<file path="config.mk">
export PLATFORM = sky130hd
export DESIGN_NAME = mac_operand_feeder
export DESIGN_NICKNAME = d
export VERILOG_FILES = /design/src/rtl/mac_operand_feeder_pkg.sv /design/src/rtl/mac_operand_feeder_packer.sv /design/src/rtl/mac_operand_feeder.sv
export SDC_FILE = /design/constraint.sdc
export NUM_CORES = 1
export LEC_CHECK = 0
export BUFFER_PORTS_ARGS = -buffer_cell sky130_fd_sc_hd__buf_4
export CAP_MARGIN = 20
export CORE_ASPECT_RATIO = 1.75
export CORE_MARGIN = 1
export CORE_UTILIZATION = 32
export DETAILED_ROUTE_END_ITERATION = 8
export GPL_TIMING_DRIVEN = 1
export PLACE_DENSITY_LB_ADDON = 0.12
export SYNTH_ARGS = -nofsm -noshare
export SYNTH_HDL_FRONTEND = slang
export SYNTH_HIERARCHICAL = 1
export SYNTH_SLANG_ARGS = --single-unit
</file>
<file path="constraint.sdc">
create_clock -name clk -period 5.9 [get_ports clk]
set_input_delay 1.18 -clock clk [delete_from_list [all_inputs] [get_ports clk]]
set_output_delay 1.18 -clock clk [all_outputs]
set_load 0.01 [all_outputs]
</file>
<file path="src/rtl/mac_operand_feeder_pkg.sv">
//==============================================================================
// Module   : mac_operand_feeder_pkg
// Brief    : Shared MAC widths, mode encodings, cfg bit positions, FSM states.
// Revision : 1.0 - initial release
//==============================================================================
`default_nettype none

package mac_operand_feeder_pkg;

   localparam int c_mac_min_width  = 8;
   localparam int c_mac_acc_width  = 32;
   localparam int c_mac_conf_width = 4;

   localparam logic [1:0] c_mac_single = 2'b00;
   localparam logic [1:0] c_mac_dual   = 2'b01;
   localparam logic [1:0] c_mac_quad   = 2'b10;
   localparam logic [1:0] c_mac_rsvd   = 2'b11;

   typedef enum logic [2:0] {
      S_IDLE   = 3'd0,
      S_LOAD_A = 3'd1,
      S_LOAD_B = 3'd2,
      S_FIRE   = 3'd3,
      S_WAIT   = 3'd4,
      S_OUT    = 3'd5
   } feeder_state_t;

   // Reserved mode behaves like SINGLE for packing purposes
   function automatic logic [2:0] lane_count(input logic [1:0] mode);
      case (mode)
         c_mac_dual: return 3'd2;
         c_mac_quad: return 3'd4;
         default:    return 3'd1;
      endcase
   endfunction

endpackage

`default_nettype wire

</file>
<file path="src/rtl/mac_operand_feeder_packer.sv">
//==============================================================================
// Module   : mac_lane_packer
// Brief    : Lane index counter and A0..A3/B1 operand registers.
// Revision : 1.0 - initial release
//==============================================================================
`default_nettype none

module mac_lane_packer
   import mac_operand_feeder_pkg::*;
#(
   parameter int MIN_W = c_mac_min_width
)(
   input  logic             clk,
   input  logic             rst,
   input  logic [1:0]       mode,
   input  logic             start,
   input  logic             load_a,
   input  logic             load_b,
   input  logic [MIN_W-1:0] data,
   output logic             last_a,
   output logic [MIN_W-1:0] a0,
   output logic [MIN_W-1:0] a1,
   output logic [MIN_W-1:0] a2,
   output logic [MIN_W-1:0] a3,
   output logic [MIN_W-1:0] b1
);

   logic [1:0]       r_idx;
   logic [MIN_W-1:0] r_a0, r_a1, r_a2, r_a3, r_b1;
   logic [2:0]       w_n;
   logic [1:0]       w_lane;

   assign w_n    = lane_count(mode);
   assign last_a = ({1'b0, r_idx} == (w_n - 3'd1));
   // Single-lane modes always land in A1
   assign w_lane = (w_n == 3'd1) ? 2'd1 : r_idx;

   always_ff @(posedge clk or negedge rst) begin
      if (!rst) begin
         r_idx <= 2'd0;
         r_a0  <= '0;
         r_a1  <= '0;
         r_a2  <= '0;
         r_a3  <= '0;
         r_b1  <= '0;
      end else begin
         if (start)
            r_idx <= 2'd0;
         else if (load_a)
            r_idx <= last_a ? 2'd0 : r_idx + 2'd1;
         if (load_a) begin
            case (w_lane)
               2'd0:    r_a0 <= data;
               2'd1:    r_a1 <= data;
               2'd2:    r_a2 <= data;
               default: r_a3 <= data;
            endcase
         end
         if (load_b)
            r_b1 <= data;
      end
   end

   assign a0 = r_a0;
   assign a1 = r_a1;
   assign a2 = r_a2;
   assign a3 = r_a3;
   assign b1 = r_b1;

endmodule

`default_nettype wire

</file>
<file path="src/rtl/mac_operand_feeder.sv">
//==============================================================================
// Module   : mac_operand_feeder
// Brief    : Job/operand sequencer for one MAC block; optional in_last
//            protocol checking when MAC_FEEDER_ERR_EN is defined.
// Revision : 1.0 - initial release
//==============================================================================
`default_nettype none

module mac_operand_feeder
   import mac_operand_feeder_pkg::*;
#(
   parameter int MIN_W  = c_mac_min_width,
   parameter int ACC_W  = c_mac_acc_width,
   parameter int CONF_W = c_mac_conf_width,
   parameter int LEN_W  = 16
)(
   input  logic                    clk,
   input  logic                    rst,
   input  logic                    cfg_valid,
   output logic                    cfg_ready,
   input  logic [1:0]              cfg_mode,
   input  logic                    cfg_acc,
   input  logic [ACC_W-1:0]        cfg_init,
   input  logic [LEN_W-1:0]        cfg_len,
   input  logic                    in_valid,
   output logic                    in_ready,
   input  logic [MIN_W-1:0]        in_data,
   input  logic                    in_last,
   output logic                    mac_en,
   output logic                    mac_clr,
   output logic [MIN_W-1:0]        mac_a0,
   output logic [MIN_W-1:0]        mac_a1,
   output logic [MIN_W-1:0]        mac_a2,
   output logic [MIN_W-1:0]        mac_a3,
   output logic [MIN_W-1:0]        mac_b1,
   output logic [ACC_W+CONF_W-1:0] mac_cfg,
   input  logic [ACC_W-1:0]        mac_c,
   output logic                    res_valid,
   input  logic                    res_ready,
   output logic [ACC_W-1:0]        res_data,
   output logic                    res_last,
   output logic                    err
);

   feeder_state_t     r_state, w_next;
   logic [1:0]        r_mode;
   logic              r_acc;
   logic [ACC_W-1:0]  r_init;
   logic [LEN_W-1:0]  r_len, r_op_cnt;
   logic [ACC_W-1:0]  r_res_data;
   logic              r_res_last;
   logic              r_clr;
   logic [CONF_W-1:0] w_conf;
   logic              w_cfg_fire, w_in_fire, w_final, w_due, w_abort, w_last_a;

   assign cfg_ready = (r_state == S_IDLE);
   assign in_ready  = (r_state == S_LOAD_A) || (r_state == S_LOAD_B);
   assign mac_en    = (r_state == S_FIRE);
   assign res_valid = (r_state == S_OUT);
   assign mac_clr   = r_clr;
   assign res_data  = r_res_data;
   assign res_last  = r_res_last;

   assign w_cfg_fire = cfg_valid && cfg_ready;
   assign w_in_fire  = in_valid && in_ready;
   // Op counter advances in FIRE, so from WAIT onward it holds completed ops
   assign w_final    = (r_op_cnt == r_len);
   assign w_due      = !r_acc || w_final;

`ifdef MAC_FEEDER_ERR_EN
   logic r_err;
   logic w_last_op;

   assign w_last_op = ((r_op_cnt + LEN_W'(1)) == r_len);
   assign w_abort   = w_in_fire && (in_last != ((r_state == S_LOAD_B) && w_last_op));

   always_ff @(posedge clk or negedge rst) begin
      if (!rst)
         r_err <= 1'b0;
      else if (w_abort)
         r_err <= 1'b1;
   end

   assign err = r_err;
`else
   logic w_unused_in_last;

   assign w_unused_in_last = in_last;
   assign w_abort          = 1'b0;
   assign err              = 1'b0;
`endif

   always_comb begin
      w_conf           = '0;
      w_conf[CONF_W-1] = r_acc;
      w_conf[1:0]      = r_mode;
   end

   assign mac_cfg = {r_init, w_conf};

   always_comb begin
      w_next = r_state;
      unique case (r_state)
         S_IDLE:   if (w_cfg_fire && (cfg_len != '0)) w_next = S_LOAD_A;
         S_LOAD_A: begin
            if (w_abort)                   w_next = S_IDLE;
            else if (w_in_fire && w_last_a) w_next = S_LOAD_B;
         end
         S_LOAD_B: begin
            if (w_abort)        w_next = S_IDLE;
            else if (w_in_fire) w_next = S_FIRE;
         end
         S_FIRE:   w_next = S_WAIT;
         S_WAIT: begin
            if (w_due)        w_next = S_OUT;
            else if (w_final) w_next = S_IDLE;
            else              w_next = S_LOAD_A;
         end
         S_OUT:    if (res_ready) w_next = r_res_last ? S_IDLE : S_LOAD_A;
         default:  w_next = S_IDLE;
      endcase
   end

   always_ff @(posedge clk or negedge rst) begin
      if (!rst) begin
         r_state    <= S_IDLE;
         r_mode     <= 2'b00;
         r_acc      <= 1'b0;
         r_init     <= '0;
         r_len      <= '0;
         r_op_cnt   <= '0;
         r_res_data <= '0;
         r_res_last <= 1'b0;
         r_clr      <= 1'b0;
      end else begin
         r_state <= w_next;
         r_clr   <= w_cfg_fire && (cfg_len != '0);
         if (w_cfg_fire) begin
            r_mode   <= cfg_mode;
            r_acc    <= cfg_acc;
            r_init   <= cfg_init;
            r_len    <= cfg_len;
            r_op_cnt <= '0;
         end else if (r_state == S_FIRE) begin
            r_op_cnt <= r_op_cnt + LEN_W'(1);
         end
         if ((r_state == S_WAIT) && w_due) begin
            r_res_data <= mac_c;
            r_res_last <= w_final;
         end
      end
   end

   mac_lane_packer #(
      .MIN_W (MIN_W)
   ) u_packer (
      .clk    (clk),
      .rst    (rst),
      .mode   (r_mode),
      .start  (w_cfg_fire),
      .load_a (w_in_fire && (r_state == S_LOAD_A) && !w_abort),
      .load_b (w_in_fire && (r_state == S_LOAD_B) && !w_abort),
      .data   (in_data),
      .last_a (w_last_a),
      .a0     (mac_a0),
      .a1     (mac_a1),
      .a2     (mac_a2),
      .a3     (mac_a3),
      .b1     (mac_b1)
   );

endmodule

`default_nettype wire

</file>
==> flow_results.xml, run 1 <==
<?xml version="1.0" encoding="UTF-8"?>
<metrics>
  <group name="logic_synthesis">
    <metric name="yosysUniqueCellTypes" unit="">45</metric>
    <metric name="synth-async-reset-ratio" unit="%">100</metric>
    <metric name="post_synth_instance_area" unit="um2">6270</metric>
    <metric name="synth_top_flop_cell" unit="">sky130_fd_sc_hd__dfrtp_1</metric>
    <metric name="synth-edff-count" unit="">0</metric>
    <metric name="post_synth_inst_count" unit="">435</metric>
    <metric name="avgSynthCellArea" unit="um2">14.4</metric>
    <metric name="yosys_warnings" unit="">6</metric>
    <metric name="flip_flop_and_latch_count_after_synthesis" unit="">146</metric>
    <metric name="ys_seq_area_share" unit="%">58.2</metric>
  </group>
  <group name="flow_run">
    <metric name="maximum_capacitance_violations" unit="">0</metric>
  </group>
  <group name="place">
    <metric name="dpl_cell_area" unit="um2">8020</metric>
    <metric name="dp.final_hpwl" unit="um">10600</metric>
    <metric name="routabilityCongestion" unit="">0.772</metric>
    <metric name="place.port_buffers" unit="">208</metric>
  </group>
  <group name="cts">
    <metric name="cts_htree_levels" unit="">4</metric>
    <metric name="cts.hold.buffers_added" unit="">0</metric>
    <metric name="path_clk_slew" unit="ns">0.06</metric>
    <metric name="count_of_clock_tree_sinks" unit="">146</metric>
    <metric name="post_cts_resized" unit="">0</metric>
    <metric name="tritoncts.num_buffers" unit="">17</metric>
    <metric name="cts.repair_timing.setup_buffer_count" unit="">0</metric>
    <metric name="clockRootBuffer" unit="">sky130_fd_sc_hd__clkbuf_16</metric>
    <metric name="cts-root-to-sink-buffers" unit="">2</metric>
    <metric name="clock_insertion_delay_worst_skew" unit="ns">0.43</metric>
    <metric name="clock_tree_from_tritoncts" unit="">yes</metric>
  </group>
  <group name="power_and_ir_drop">
    <metric name="power_per_cell_area" unit="nW/um2">534</metric>
    <metric name="design_power_total" unit="mW">4.64</metric>
    <metric name="leakagePower" unit="nW">4.18</metric>
    <metric name="ir_worst_vdd" unit="mV">0.240</metric>
  </group>
  <group name="detailed_routing">
    <metric name="detail_route.first_pass.iterations" unit="">4</metric>
    <metric name="route.final.wire_length" unit="um">14900</metric>
    <metric name="postRouteAntennaNets" unit="">0</metric>
    <metric name="post-route-drc-count" unit="">0</metric>
    <metric name="via_count" unit="">4197</metric>
    <metric name="route.detailed.wl_per_inst" unit="um">16.5</metric>
    <metric name="dr.first_iter.drc_count" unit="">115</metric>
    <metric name="drt-vias-per-instance" unit="">4.67</metric>
  </group>
  <group name="timing">
    <metric name="fin_tns_setup" unit="ns">0</metric>
    <metric name="timing.final.max_slew_violations" unit="">0</metric>
    <metric name="final_min_period_over_clock_period" unit="%">45.8</metric>
    <metric name="worst_clock_skew" unit="ns">0.00966</metric>
    <metric name="finalSetupViolCount" unit="">0</metric>
    <metric name="finalWorstPathRequiredPeriod" unit="ns">2.70</metric>
    <metric name="worst_slew_margin_rel" unit="%">51.6</metric>
    <metric name="rsz0062_at_grt" unit="">false</metric>
    <metric name="max_slew.worst_pin.slew" unit="ns">0.726</metric>
    <metric name="report.final.hold_viol_count" unit="">0</metric>
    <metric name="fmax" unit="MHz">370</metric>
    <metric name="hold_slack" unit="ns">0.500</metric>
  </group>
  <group name="final_layout">
    <metric name="fraction_of_final_layout_cells_sized_beyond_drive_strength_1" unit="%">57.1</metric>
    <metric name="insertedDiodeCount" unit="">0</metric>
    <metric name="areaGrowthSynthToFinish" unit="%">38.6</metric>
    <metric name="stdcell_area" unit="um2">8690</metric>
    <metric name="finish.net_count" unit="">746</metric>
    <metric name="finish.utilization" unit="%">45.3</metric>
  </group>
  <group name="global_routing">
    <metric name="maximum_number_of_pins_on_one_net_before_global_route_repair" unit="">109</metric>
    <metric name="grt.busiest_layer" unit="">met2</metric>
    <metric name="globalRouteMet1Util" unit="%">16.4</metric>
    <metric name="global_route_wire_length_before_repair" unit="um">23800</metric>
    <metric name="grt_pass1_vias" unit="">4606</metric>
    <metric name="globalRouteOverflowTotal" unit="">0</metric>
    <metric name="met3_usage" unit="%">4.67</metric>
    <metric name="antenna_found_initial" unit="">0</metric>
    <metric name="grt_use_total" unit="%">15.7</metric>
    <metric name="grt_use_met2" unit="%">27.5</metric>
  </group>
  <group name="status">
    <metric name="run_status" unit="">finished clean</metric>
  </group>
  <group name="critical_path">
    <metric name="r2r_end" unit="">r_len[13]</metric>
    <metric name="cp.arrival" unit="ns">1.52</metric>
    <metric name="critical-path-max-stage-delay" unit="ns">0.48</metric>
    <metric name="reg2regPathDepth" unit="">4</metric>
    <metric name="rr_startpoint" unit="">r_state[0]</metric>
    <metric name="crit_chain" unit="">and3b_1, buf_4</metric>
    <metric name="timing.setup.critical_path_class" unit="">flop to output pin</metric>
    <metric name="timing.critical_path.required" unit="ns">4.72</metric>
    <metric name="setup.worst_path.start_class" unit="">flop</metric>
    <metric name="cp_slowest_cell" unit="">sky130_fd_sc_hd__dfrtp_1</metric>
    <metric name="rrSetupSlack" unit="ns">3.33</metric>
    <metric name="maximum_net_fanout_on_the_critical_path" unit="">10</metric>
    <metric name="endpoint_kind" unit="">output pin</metric>
  </group>
  <group name="hold_path">
    <metric name="worst_hold_stages" unit="">1</metric>
    <metric name="worst_hold_startpoint" unit="">u_packer/a0[3]</metric>
    <metric name="timing.hold.worst.class" unit="">flop to flop</metric>
    <metric name="whs_endpoint" unit="">u_packer/a0[3]</metric>
  </group>
  <group name="die">
    <metric name="die_w" unit="um">108</metric>
    <metric name="chipHeight" unit="um">187</metric>
    <metric name="io_pins" unit="">212</metric>
    <metric name="start_util" unit="%">32.7</metric>
    <metric name="core_area" unit="um2">19200</metric>
    <metric name="area_enclosed_by_the_die_boundary" unit="um2">20200</metric>
    <metric name="fp-row-count" unit="">67</metric>
  </group>
</metrics>
[per-stage QoR]
stage               worst slack (ns)  std cells
global placement                2.88        865
CTS                             3.16        897
floorplan                       3.32        436
finish                          3.20        899
detailed placement              2.82        865
global route                    3.09        899
[power by group]
group / switching (mW) / total (mW) / internal, mW / leakage [nW]
logic: 0.723 / 1.78 / 1.06 / 2.08
registers: 0.275 / 1.70 / 1.43 / 1.80
clock network: 0.432 / 1.16 / 0.729 / 0.301
[cells in the mapped netlist (2+ instances only)]
cell type,instances,area [um2]
sky130_fd_sc_hd__a31oi_1,2,12.5
sky130_fd_sc_hd__nor2_1,18,67.6
sky130_fd_sc_hd__a21oi_1,4,20.0
sky130_fd_sc_hd__nand3_1,6,30.0
sky130_fd_sc_hd__dfrtp_1,146,3650
sky130_fd_sc_hd__o21ai_0,2,10.0
sky130_fd_sc_hd__and4_1,2,17.5
sky130_fd_sc_hd__mux2_4,30,450
sky130_fd_sc_hd__buf_4,6,45.0
sky130_fd_sc_hd__buf_2,12,60.1
sky130_fd_sc_hd__xor2_1,15,131
sky130_fd_sc_hd__nand4_1,9,56.3
sky130_fd_sc_hd__and3_1,6,37.5
sky130_fd_sc_hd__inv_1,7,26.3
sky130_fd_sc_hd__nor4_1,4,25.0
sky130_fd_sc_hd__mux2_2,92,1040
sky130_fd_sc_hd__mux2i_1,2,20.0
sky130_fd_sc_hd__nand4b_1,2,17.5
sky130_fd_sc_hd__and2_1,2,12.5
sky130_fd_sc_hd__nor2b_1,3,18.8
sky130_fd_sc_hd__ha_1,4,50.1
sky130_fd_sc_hd__buf_6,4,45.0
sky130_fd_sc_hd__xnor2_1,18,158
sky130_fd_sc_hd__nand2_1,14,52.6
sky130_fd_sc_hd__nor3_1,5,25.0
[critical path, delay by kind of cell (launching register included)]
family,cells,cell delay (ns)
buffers and inverters,1,0.18
DFF,1,0.48
and+or+nand+nor,1,0.43
[placed cells by master (no fill, tap or decap), types with 4 or more instances in the layout]
| master | count |
|---|---|
| sky130_fd_sc_hd__nand2_1 | 14 |
| sky130_fd_sc_hd__and3_1 | 6 |
| sky130_fd_sc_hd__nor3_1 | 5 |
| sky130_fd_sc_hd__clkinvlp_4 | 4 |
| sky130_fd_sc_hd__nand3_1 | 6 |
| sky130_fd_sc_hd__nor4_1 | 4 |
| sky130_fd_sc_hd__a21oi_1 | 4 |
| sky130_fd_sc_hd__clkbuf_16 | 17 |
| sky130_fd_sc_hd__nor2_1 | 18 |
| sky130_fd_sc_hd__mux2_4 | 30 |
| sky130_fd_sc_hd__xnor2_1 | 18 |
| sky130_fd_sc_hd__xor2_1 | 15 |
| sky130_fd_sc_hd__ha_1 | 4 |
| sky130_fd_sc_hd__dfrtp_1 | 146 |
| sky130_fd_sc_hd__nand4_1 | 9 |
| sky130_fd_sc_hd__bufinv_16 | 4 |
| sky130_fd_sc_hd__inv_1 | 7 |
| sky130_fd_sc_hd__buf_4 | 210 |
| sky130_fd_sc_hd__mux2_2 | 92 |
[how the worst max path moves through the flow]
stage                                end        from  slack, ns  cells past startpoint
after floorplan           u_packer/a2[0]    in_valid       3.32                      5
after global placement    u_packer/a2[2]    in_valid       2.88                      6
after detailed placement  u_packer/a2[7]    in_valid       2.82                      6
after CTS                         mac_en  r_state[0]       3.16                      2
after global routing           res_valid  r_state[0]       3.09                      4
final                             mac_en  r_state[2]       3.20                      2
[kinds of logic after synthesis]
group	synth area share [%]
AOI/OAI and AO/OA	1.78
xor gates and xnor gates	4.61
adders and majority gates	0.798
buffers and inverters	2.93
DFF	58.2
muxes	24.2
other	0.0598
and+or+nand+nor	7.38
[registers in the layout, summed over array words and instances, names as in the netlist, 8 cells and up]
signal       flops
u_packer/b1      8
r_init          32
r_op_cnt        16
u_packer/a3      8
res_data        32
r_len           16
u_packer/a2      8
u_packer/a0      8
u_packer/a1      8
[routing by layer]
metal	vias to the layer above	wire length [um]
li1	1930	-
met1	2076	5410
met2	163	8000
met3	28	967
met4	0	476
met5	-	0
[layout make-up]
| class | instances | area, um2 |
|---|---|---|
| Clock buffer | 19 | 453 |
| Clock inverter | 13 | 183 |
| Inverter | 8 | 30.0 |
| Fill cell | 1777 | 10500 |
| Sequential cell | 146 | 3650 |
| Multi-Input combinational cell | 259 | 2450 |
| Timing Repair Buffer | 213 | 1630 |
| Tap cell | 241 | 302 |
Power figures use the tool's default switching activity.
==> inputs of run 2 (changes only) <==
==> constraint.sdc (replaced) <==
create_clock -name clk -period 2.8 [get_ports clk]
set_input_delay 0.56 -clock clk [delete_from_list [all_inputs] [get_ports clk]]
set_output_delay 0.56 -clock clk [all_outputs]
set_load 0.01 [all_outputs]
==> flow_results.xml, run 2 (synthesis gave the netlist of run 1 again) <==
<?xml version="1.0" encoding="UTF-8"?>
<metrics>
  <group name="status">
    <metric name="run_status" unit="">finished clean</metric>
  </group>
  <group name="die">
    <metric name="start_util" unit="%">32.7</metric>
    <metric name="fp-row-count" unit="">67</metric>
    <metric name="die_w" unit="um">108</metric>
    <metric name="core_area" unit="um2">19200</metric>
    <metric name="io_pins" unit="">212</metric>
    <metric name="chipHeight" unit="um">187</metric>
    <metric name="area_enclosed_by_the_die_boundary" unit="um2">20200</metric>
  </group>
  <group name="global_routing">
    <metric name="maximum_number_of_pins_on_one_net_before_global_route_repair" unit="">62</metric>
    <metric name="grt_pass1_vias" unit="">4657</metric>
    <metric name="globalRouteOverflowTotal" unit="">0</metric>
    <metric name="global_route_wire_length_before_repair" unit="um">24300</metric>
    <metric name="antenna_found_initial" unit="">0</metric>
    <metric name="grt_use_total" unit="%">16.0</metric>
  </group>
  <group name="flow_run">
    <metric name="maximum_capacitance_violations" unit="">0</metric>
  </group>
  <group name="final_layout">
    <metric name="insertedDiodeCount" unit="">0</metric>
    <metric name="finish.utilization" unit="%">45.4</metric>
    <metric name="finish.net_count" unit="">749</metric>
    <metric name="fraction_of_final_layout_cells_sized_beyond_drive_strength_1" unit="%">57.2</metric>
    <metric name="layout.cells.non_filler" unit="">902</metric>
    <metric name="stdcell_area" unit="um2">8710</metric>
    <metric name="n_fill_cell" unit="">1776</metric>
    <metric name="areaGrowthSynthToFinish" unit="%">38.9</metric>
    <metric name="layout.cells.most_common_list" unit="">214 x sky130_fd_sc_hd__buf_4, 146 x sky130_fd_sc_hd__dfrtp_1, 92 x sky130_fd_sc_hd__mux2_2, 30 x sky130_fd_sc_hd__mux2_4</metric>
    <metric name="most_frequent_standard_cell_in_the_layout_excluding_fill_and_tap_cells" unit="">sky130_fd_sc_hd__buf_4</metric>
  </group>
  <group name="timing">
    <metric name="report.final.hold_viol_count" unit="">0</metric>
    <metric name="fmax" unit="MHz">451</metric>
    <metric name="finalWorstPathRequiredPeriod" unit="ns">2.22</metric>
    <metric name="worst_slew_margin_rel" unit="%">51.9</metric>
    <metric name="layout_setup_ws" unit="ns">0.582</metric>
    <metric name="fin_tns_setup" unit="ns">0</metric>
    <metric name="finalSetupViolCount" unit="">0</metric>
    <metric name="max_slew.worst_pin.slew" unit="ns">0.718</metric>
    <metric name="final_min_period_over_clock_period" unit="%">79.2</metric>
    <metric name="rsz0062_at_grt" unit="">false</metric>
    <metric name="timing.final.max_slew_violations" unit="">0</metric>
    <metric name="worst_clock_skew" unit="ns">0.00845</metric>
    <metric name="hold_slack" unit="ns">0.0745</metric>
  </group>
  <group name="place">
    <metric name="routabilityCongestion" unit="">0.763</metric>
    <metric name="placed_cells_incl_taps" unit="">870</metric>
    <metric name="dpl_cell_area" unit="um2">8070</metric>
    <metric name="place.port_buffers" unit="">208</metric>
    <metric name="dp.final_hpwl" unit="um">11100</metric>
    <metric name="dpl_worst_slack" unit="ns">0.533</metric>
  </group>
  <group name="cts">
    <metric name="cts.hold.buffers_added" unit="">0</metric>
    <metric name="clockRootBuffer" unit="">sky130_fd_sc_hd__clkbuf_16</metric>
    <metric name="post_cts_resized" unit="">0</metric>
    <metric name="cts.repair_timing.setup_buffer_count" unit="">0</metric>
    <metric name="clock_tree_from_tritoncts" unit="">yes</metric>
    <metric name="path_clk_slew" unit="ns">0.06</metric>
    <metric name="cts_htree_levels" unit="">4</metric>
    <metric name="count_of_clock_tree_sinks" unit="">146</metric>
    <metric name="tritoncts.num_buffers" unit="">17</metric>
    <metric name="cts-root-to-sink-buffers" unit="">2</metric>
    <metric name="clock_insertion_delay_worst_skew" unit="ns">0.42</metric>
  </group>
  <group name="critical_path">
    <metric name="setup.worst_path.start_class" unit="">flop</metric>
    <metric name="reg2regPathDepth" unit="">9</metric>
    <metric name="rrSetupSlack" unit="ns">0.58</metric>
    <metric name="endpoint_kind" unit="">flop</metric>
    <metric name="timing.setup.critical_path_class" unit="">flop to flop</metric>
    <metric name="timing.critical_path.required" unit="ns">3.16</metric>
    <metric name="rr_startpoint" unit="">r_mode[0]</metric>
    <metric name="r2r_end" unit="">r_state[0]</metric>
    <metric name="cp.arrival" unit="ns">2.58</metric>
    <metric name="maximum_net_fanout_on_the_critical_path" unit="">5</metric>
  </group>
  <group name="detailed_routing">
    <metric name="postRouteAntennaNets" unit="">0</metric>
    <metric name="detail_route.first_pass.iterations" unit="">4</metric>
    <metric name="drt-vias-per-instance" unit="">4.67</metric>
    <metric name="route.final.wire_length" unit="um">15000</metric>
    <metric name="via_count" unit="">4209</metric>
    <metric name="dr.first_iter.drc_count" unit="">108</metric>
    <metric name="route.detailed.wl_per_inst" unit="um">16.7</metric>
    <metric name="post-route-drc-count" unit="">0</metric>
  </group>
  <group name="power_and_ir_drop">
    <metric name="pwr-share-comb" unit="%">38.3</metric>
    <metric name="power.share.sequential" unit="%">36.5</metric>
    <metric name="power_per_cell_area" unit="nW/um2">1130</metric>
    <metric name="ir_worst_vdd" unit="mV">0.498</metric>
    <metric name="proportion_of_power_drawn_by_the_clock_network" unit="%">25.2</metric>
    <metric name="internal-power" unit="mW">6.83</metric>
    <metric name="sw_frac_of_total" unit="%">30.8</metric>
    <metric name="p_switching" unit="mW">3.03</metric>
    <metric name="leakagePower" unit="nW">4.20</metric>
    <metric name="design_power_total" unit="mW">9.86</metric>
  </group>
  <group name="hold_path">
    <metric name="timing.hold.worst.class" unit="">primary input to asynchronous set/reset pin</metric>
  </group>
</metrics>
[run 2: changes by cell type in the layout (fill, tap and decap cells not counted), moves of 2 or more]
| cell | delta |
|---|---|
| sky130_fd_sc_hd__clkinvlp_4 | -3 |
| sky130_fd_sc_hd__clkbuf_8 | -2 |
| sky130_fd_sc_hd__buf_4 | +4 |
| sky130_fd_sc_hd__clkinv_4 | +3 |
[run 2: per-layer routing]
layer  GRT usage, %  vias up  share of wire (%)
met5              0        -                  0
met4           7.22        0                2.1
met3           4.49       22                5.7
met2           28.4      149                 54
met1           17.2     2092                 38
li1               -     1946                  -
[run 2: worst max path at each step]
stage,start,to,slack (ns),depth (start not counted)
CTS,r_mode[0],r_state[0],0.55,9
global placement,in_valid,u_packer/a2[2],0.60,6
floorplan,r_mode[0],r_state[0],0.79,9
detailed placement,in_valid,u_packer/a2[3],0.53,6
global route,r_state[1],u_packer/a2[3],0.42,6
finish,r_mode[0],r_state[0],0.58,9
[run 2: power groups by stage]
stage          combinational [mW]  clock (mW)  sequential (mW)
6_report                     3.77        2.49             3.60
5_1_grt                      4.07        2.65             3.72
4_1_cts                      3.85        2.56             3.62
3_5_place_dp                 3.84           0             3.64
3_3_place_gp                 3.76           0             3.60
2_1_floorplan                1.88           0             3.83
[run 2: critical path: stages, from the launching register on]
cell and delay, ns:
sky130_fd_sc_hd__dfrtp_1 0.39, sky130_fd_sc_hd__inv_1 0.08, sky130_fd_sc_hd__ha_1 0.42, sky130_fd_sc_hd__xnor2_1 0.21, sky130_fd_sc_hd__nor3_1 0.29, sky130_fd_sc_hd__nand2_1 0.09, sky130_fd_sc_hd__a2bb2oi_1 0.18, sky130_fd_sc_hd__o22ai_1 0.12
sky130_fd_sc_hd__a31oi_1 0.16, sky130_fd_sc_hd__o221a_2 0.20
[run 2: area by class of cell]
class,instances,area [um2],area share (%)
clock inverters,14,213,2.44
multi-input cells,259,2450,28.1
well taps,241,302,3.46
inverters,8,30.0,0.345
clock buffers,18,429,4.93
repair buffers,216,1640,18.8
flip-flops and latches,146,3650,41.9
==> inputs of run 3 (changes only) <==
==> constraint.sdc (replaced) <==
create_clock -name clk -period 2.2 [get_ports clk]
set_input_delay 0.44 -clock clk [delete_from_list [all_inputs] [get_ports clk]]
set_output_delay 0.44 -clock clk [all_outputs]
set_load 0.01 [all_outputs]
==> flow_results.xml, run 3 (synthesis gave the netlist of run 1 again) <==
<?xml version="1.0" encoding="UTF-8"?>
<metrics>
  <group name="power_and_ir_drop">
    <metric name="power_per_cell_area" unit="nW/um2">1400</metric>
    <metric name="leakagePower" unit="nW">4.21</metric>
    <metric name="ir_worst_vdd" unit="mV">0.646</metric>
    <metric name="design_power_total" unit="mW">12.3</metric>
  </group>
  <group name="die">
    <metric name="start_util" unit="%">32.7</metric>
    <metric name="core_area" unit="um2">19200</metric>
    <metric name="area_enclosed_by_the_die_boundary" unit="um2">20200</metric>
    <metric name="chipHeight" unit="um">187</metric>
    <metric name="die_w" unit="um">108</metric>
    <metric name="io_pins" unit="">212</metric>
    <metric name="fp-row-count" unit="">67</metric>
  </group>
  <group name="global_routing">
    <metric name="grt_pass1_vias" unit="">4729</metric>
    <metric name="grt.busiest_layer" unit="">met2</metric>
    <metric name="globalRouteMet1Util" unit="%">16.1</metric>
    <metric name="met3_usage" unit="%">5.26</metric>
    <metric name="grt_use_total" unit="%">16.1</metric>
    <metric name="maximum_number_of_pins_on_one_net_before_global_route_repair" unit="">71</metric>
    <metric name="globalRouteOverflowTotal" unit="">0</metric>
    <metric name="antenna_found_initial" unit="">0</metric>
    <metric name="grt_use_met2" unit="%">28.8</metric>
    <metric name="global_route_wire_length_before_repair" unit="um">24300</metric>
  </group>
  <group name="cts">
    <metric name="path_clk_slew" unit="ns">0.06</metric>
    <metric name="cts-root-to-sink-buffers" unit="">2</metric>
    <metric name="cts_htree_levels" unit="">4</metric>
    <metric name="tritoncts.num_buffers" unit="">17</metric>
    <metric name="clock_insertion_delay_worst_skew" unit="ns">0.43</metric>
    <metric name="clockRootBuffer" unit="">sky130_fd_sc_hd__clkbuf_16</metric>
    <metric name="clock_tree_from_tritoncts" unit="">yes</metric>
    <metric name="count_of_clock_tree_sinks" unit="">146</metric>
  </group>
  <group name="timing">
    <metric name="report.final.hold_viol_count" unit="">0</metric>
    <metric name="finalSetupViolCount" unit="">0</metric>
    <metric name="timing.final.max_slew_violations" unit="">0</metric>
    <metric name="fin_tns_setup" unit="ns">0</metric>
    <metric name="rsz0062_at_grt" unit="">false</metric>
    <metric name="finalWorstPathRequiredPeriod" unit="ns">1.95</metric>
    <metric name="worst_clock_skew" unit="ns">0.00732</metric>
    <metric name="fmax" unit="MHz">513</metric>
    <metric name="final_min_period_over_clock_period" unit="%">88.7</metric>
  </group>
  <group name="final_layout">
    <metric name="n_fill_cell" unit="">1778</metric>
    <metric name="insertedDiodeCount" unit="">0</metric>
    <metric name="areaGrowthSynthToFinish" unit="%">39.2</metric>
    <metric name="stdcell_area" unit="um2">8730</metric>
    <metric name="layout.cells.most_common_list" unit="">215 x sky130_fd_sc_hd__buf_4, 146 x sky130_fd_sc_hd__dfrtp_1, 92 x sky130_fd_sc_hd__mux2_2, 30 x sky130_fd_sc_hd__mux2_4</metric>
    <metric name="finish.net_count" unit="">754</metric>
    <metric name="finish.utilization" unit="%">45.5</metric>
    <metric name="fraction_of_final_layout_cells_sized_beyond_drive_strength_1" unit="%">57.5</metric>
    <metric name="layout.cells.non_filler" unit="">907</metric>
    <metric name="most_frequent_standard_cell_in_the_layout_excluding_fill_and_tap_cells" unit="">sky130_fd_sc_hd__buf_4</metric>
  </group>
  <group name="detailed_routing">
    <metric name="route.detailed.wl_per_inst" unit="um">16.6</metric>
    <metric name="detail_route.first_pass.iterations" unit="">4</metric>
    <metric name="dr.first_iter.drc_count" unit="">112</metric>
    <metric name="route.final.wire_length" unit="um">15000</metric>
    <metric name="via_count" unit="">4227</metric>
    <metric name="drt-vias-per-instance" unit="">4.66</metric>
    <metric name="post-route-drc-count" unit="">0</metric>
    <metric name="postRouteAntennaNets" unit="">0</metric>
  </group>
  <group name="critical_path">
    <metric name="reg2regPathDepth" unit="">8</metric>
    <metric name="r2r_end" unit="">r_state[0]</metric>
    <metric name="timing.setup.critical_path_class" unit="">flop to flop</metric>
    <metric name="rr_startpoint" unit="">r_mode[0]</metric>
    <metric name="cp.arrival" unit="ns">2.27</metric>
    <metric name="endpoint_kind" unit="">flop</metric>
    <metric name="setup.worst_path.start_class" unit="">flop</metric>
    <metric name="rrSetupSlack" unit="ns">0.25</metric>
    <metric name="timing.critical_path.required" unit="ns">2.52</metric>
    <metric name="maximum_net_fanout_on_the_critical_path" unit="">4</metric>
  </group>
  <group name="place">
    <metric name="routabilityCongestion" unit="">0.795</metric>
    <metric name="dpl_cell_area" unit="um2">8140</metric>
    <metric name="place.port_buffers" unit="">208</metric>
    <metric name="dp.final_hpwl" unit="um">11100</metric>
    <metric name="placed_cells_incl_taps" unit="">874</metric>
  </group>
  <group name="hold_path">
    <metric name="worst_hold_stages" unit="">2</metric>
    <metric name="worst_hold_startpoint" unit="">cfg_init[16]</metric>
    <metric name="whs_endpoint" unit="">r_init[16]</metric>
    <metric name="timing.hold.worst.class" unit="">primary input to flop</metric>
  </group>
  <group name="status">
    <metric name="run_status" unit="">finished clean</metric>
  </group>
  <group name="flow_run">
    <metric name="maximum_capacitance_violations" unit="">0</metric>
  </group>
</metrics>
## run 3: routing by layer
metal / vias to the layer above / share of wire, %
li1: 1948 / -
met1: 2088 / 36
met2: 159 / 55
met3: 32 / 6.4
met4: 0 / 3.0
met5: - / 0
## run 3: final cells by class
type / instances / area, um2 / area share, %
Timing Repair Buffer: 221 / 1720 / 19.7
Multi-Input combinational cell: 259 / 2450 / 28.1
Sequential cell: 146 / 3650 / 41.9
Clock buffer: 23 / 498 / 5.70
Inverter: 8 / 30.0 / 0.344
Tap cell: 241 / 302 / 3.45
Clock inverter: 9 / 78.8 / 0.903
## run 3: through the flow
step / worst slack, ns / hold WS (ns)
floorplan: 0.194 / 0.144
global placement: 0.171 / 0.385
detailed placement: 0.186 / 0.391
CTS: 0.178 / 0.210
global route: 0.0463 / 0.214
finish: 0.249 / 0.241
## run 3: where the power goes
part	leakage (nW)	switching [mW]	internal, mW
combinational	2.13	1.97	2.91
sequential	1.80	0.749	3.83
clock	0.285	1.11	1.70
total	4.21	3.82	8.44
## run 3: worst max-delay path by stage
stage / from / to / slack (ns) / cells after the start
floorplan: r_mode[0] / r_state[0] / 0.19 / 9
global placement: r_mode[0] / r_state[0] / 0.17 / 8
detailed placement: r_mode[0] / r_state[0] / 0.19 / 8
CTS: r_mode[0] / r_state[0] / 0.18 / 8
global route: r_mode[0] / r_state[0] / 0.05 / 9
finish: r_mode[0] / r_state[0] / 0.25 / 8
## run 3: repair_timing
action,CTS,global route
hold buffers,1,0
gates resized for setup,0,1
setup buffers,0,0
hold endpoints to repair,41,0
endpoints found under the setup margin,0,1
## run 3: worst max-delay path, cell delays in order, from the launching register on
cell and delay (ns):
sky130_fd_sc_hd__dfrtp_1 0.40, sky130_fd_sc_hd__inv_1 0.09, sky130_fd_sc_hd__ha_1 0.32, sky130_fd_sc_hd__xnor2_1 0.17, sky130_fd_sc_hd__nor3_2 0.24, sky130_fd_sc_hd__nand2_1 0.07
sky130_fd_sc_hd__a2bb2oi_1 0.15, sky130_fd_sc_hd__o22ai_1 0.11, sky130_fd_sc_hd__o221a_2 0.30
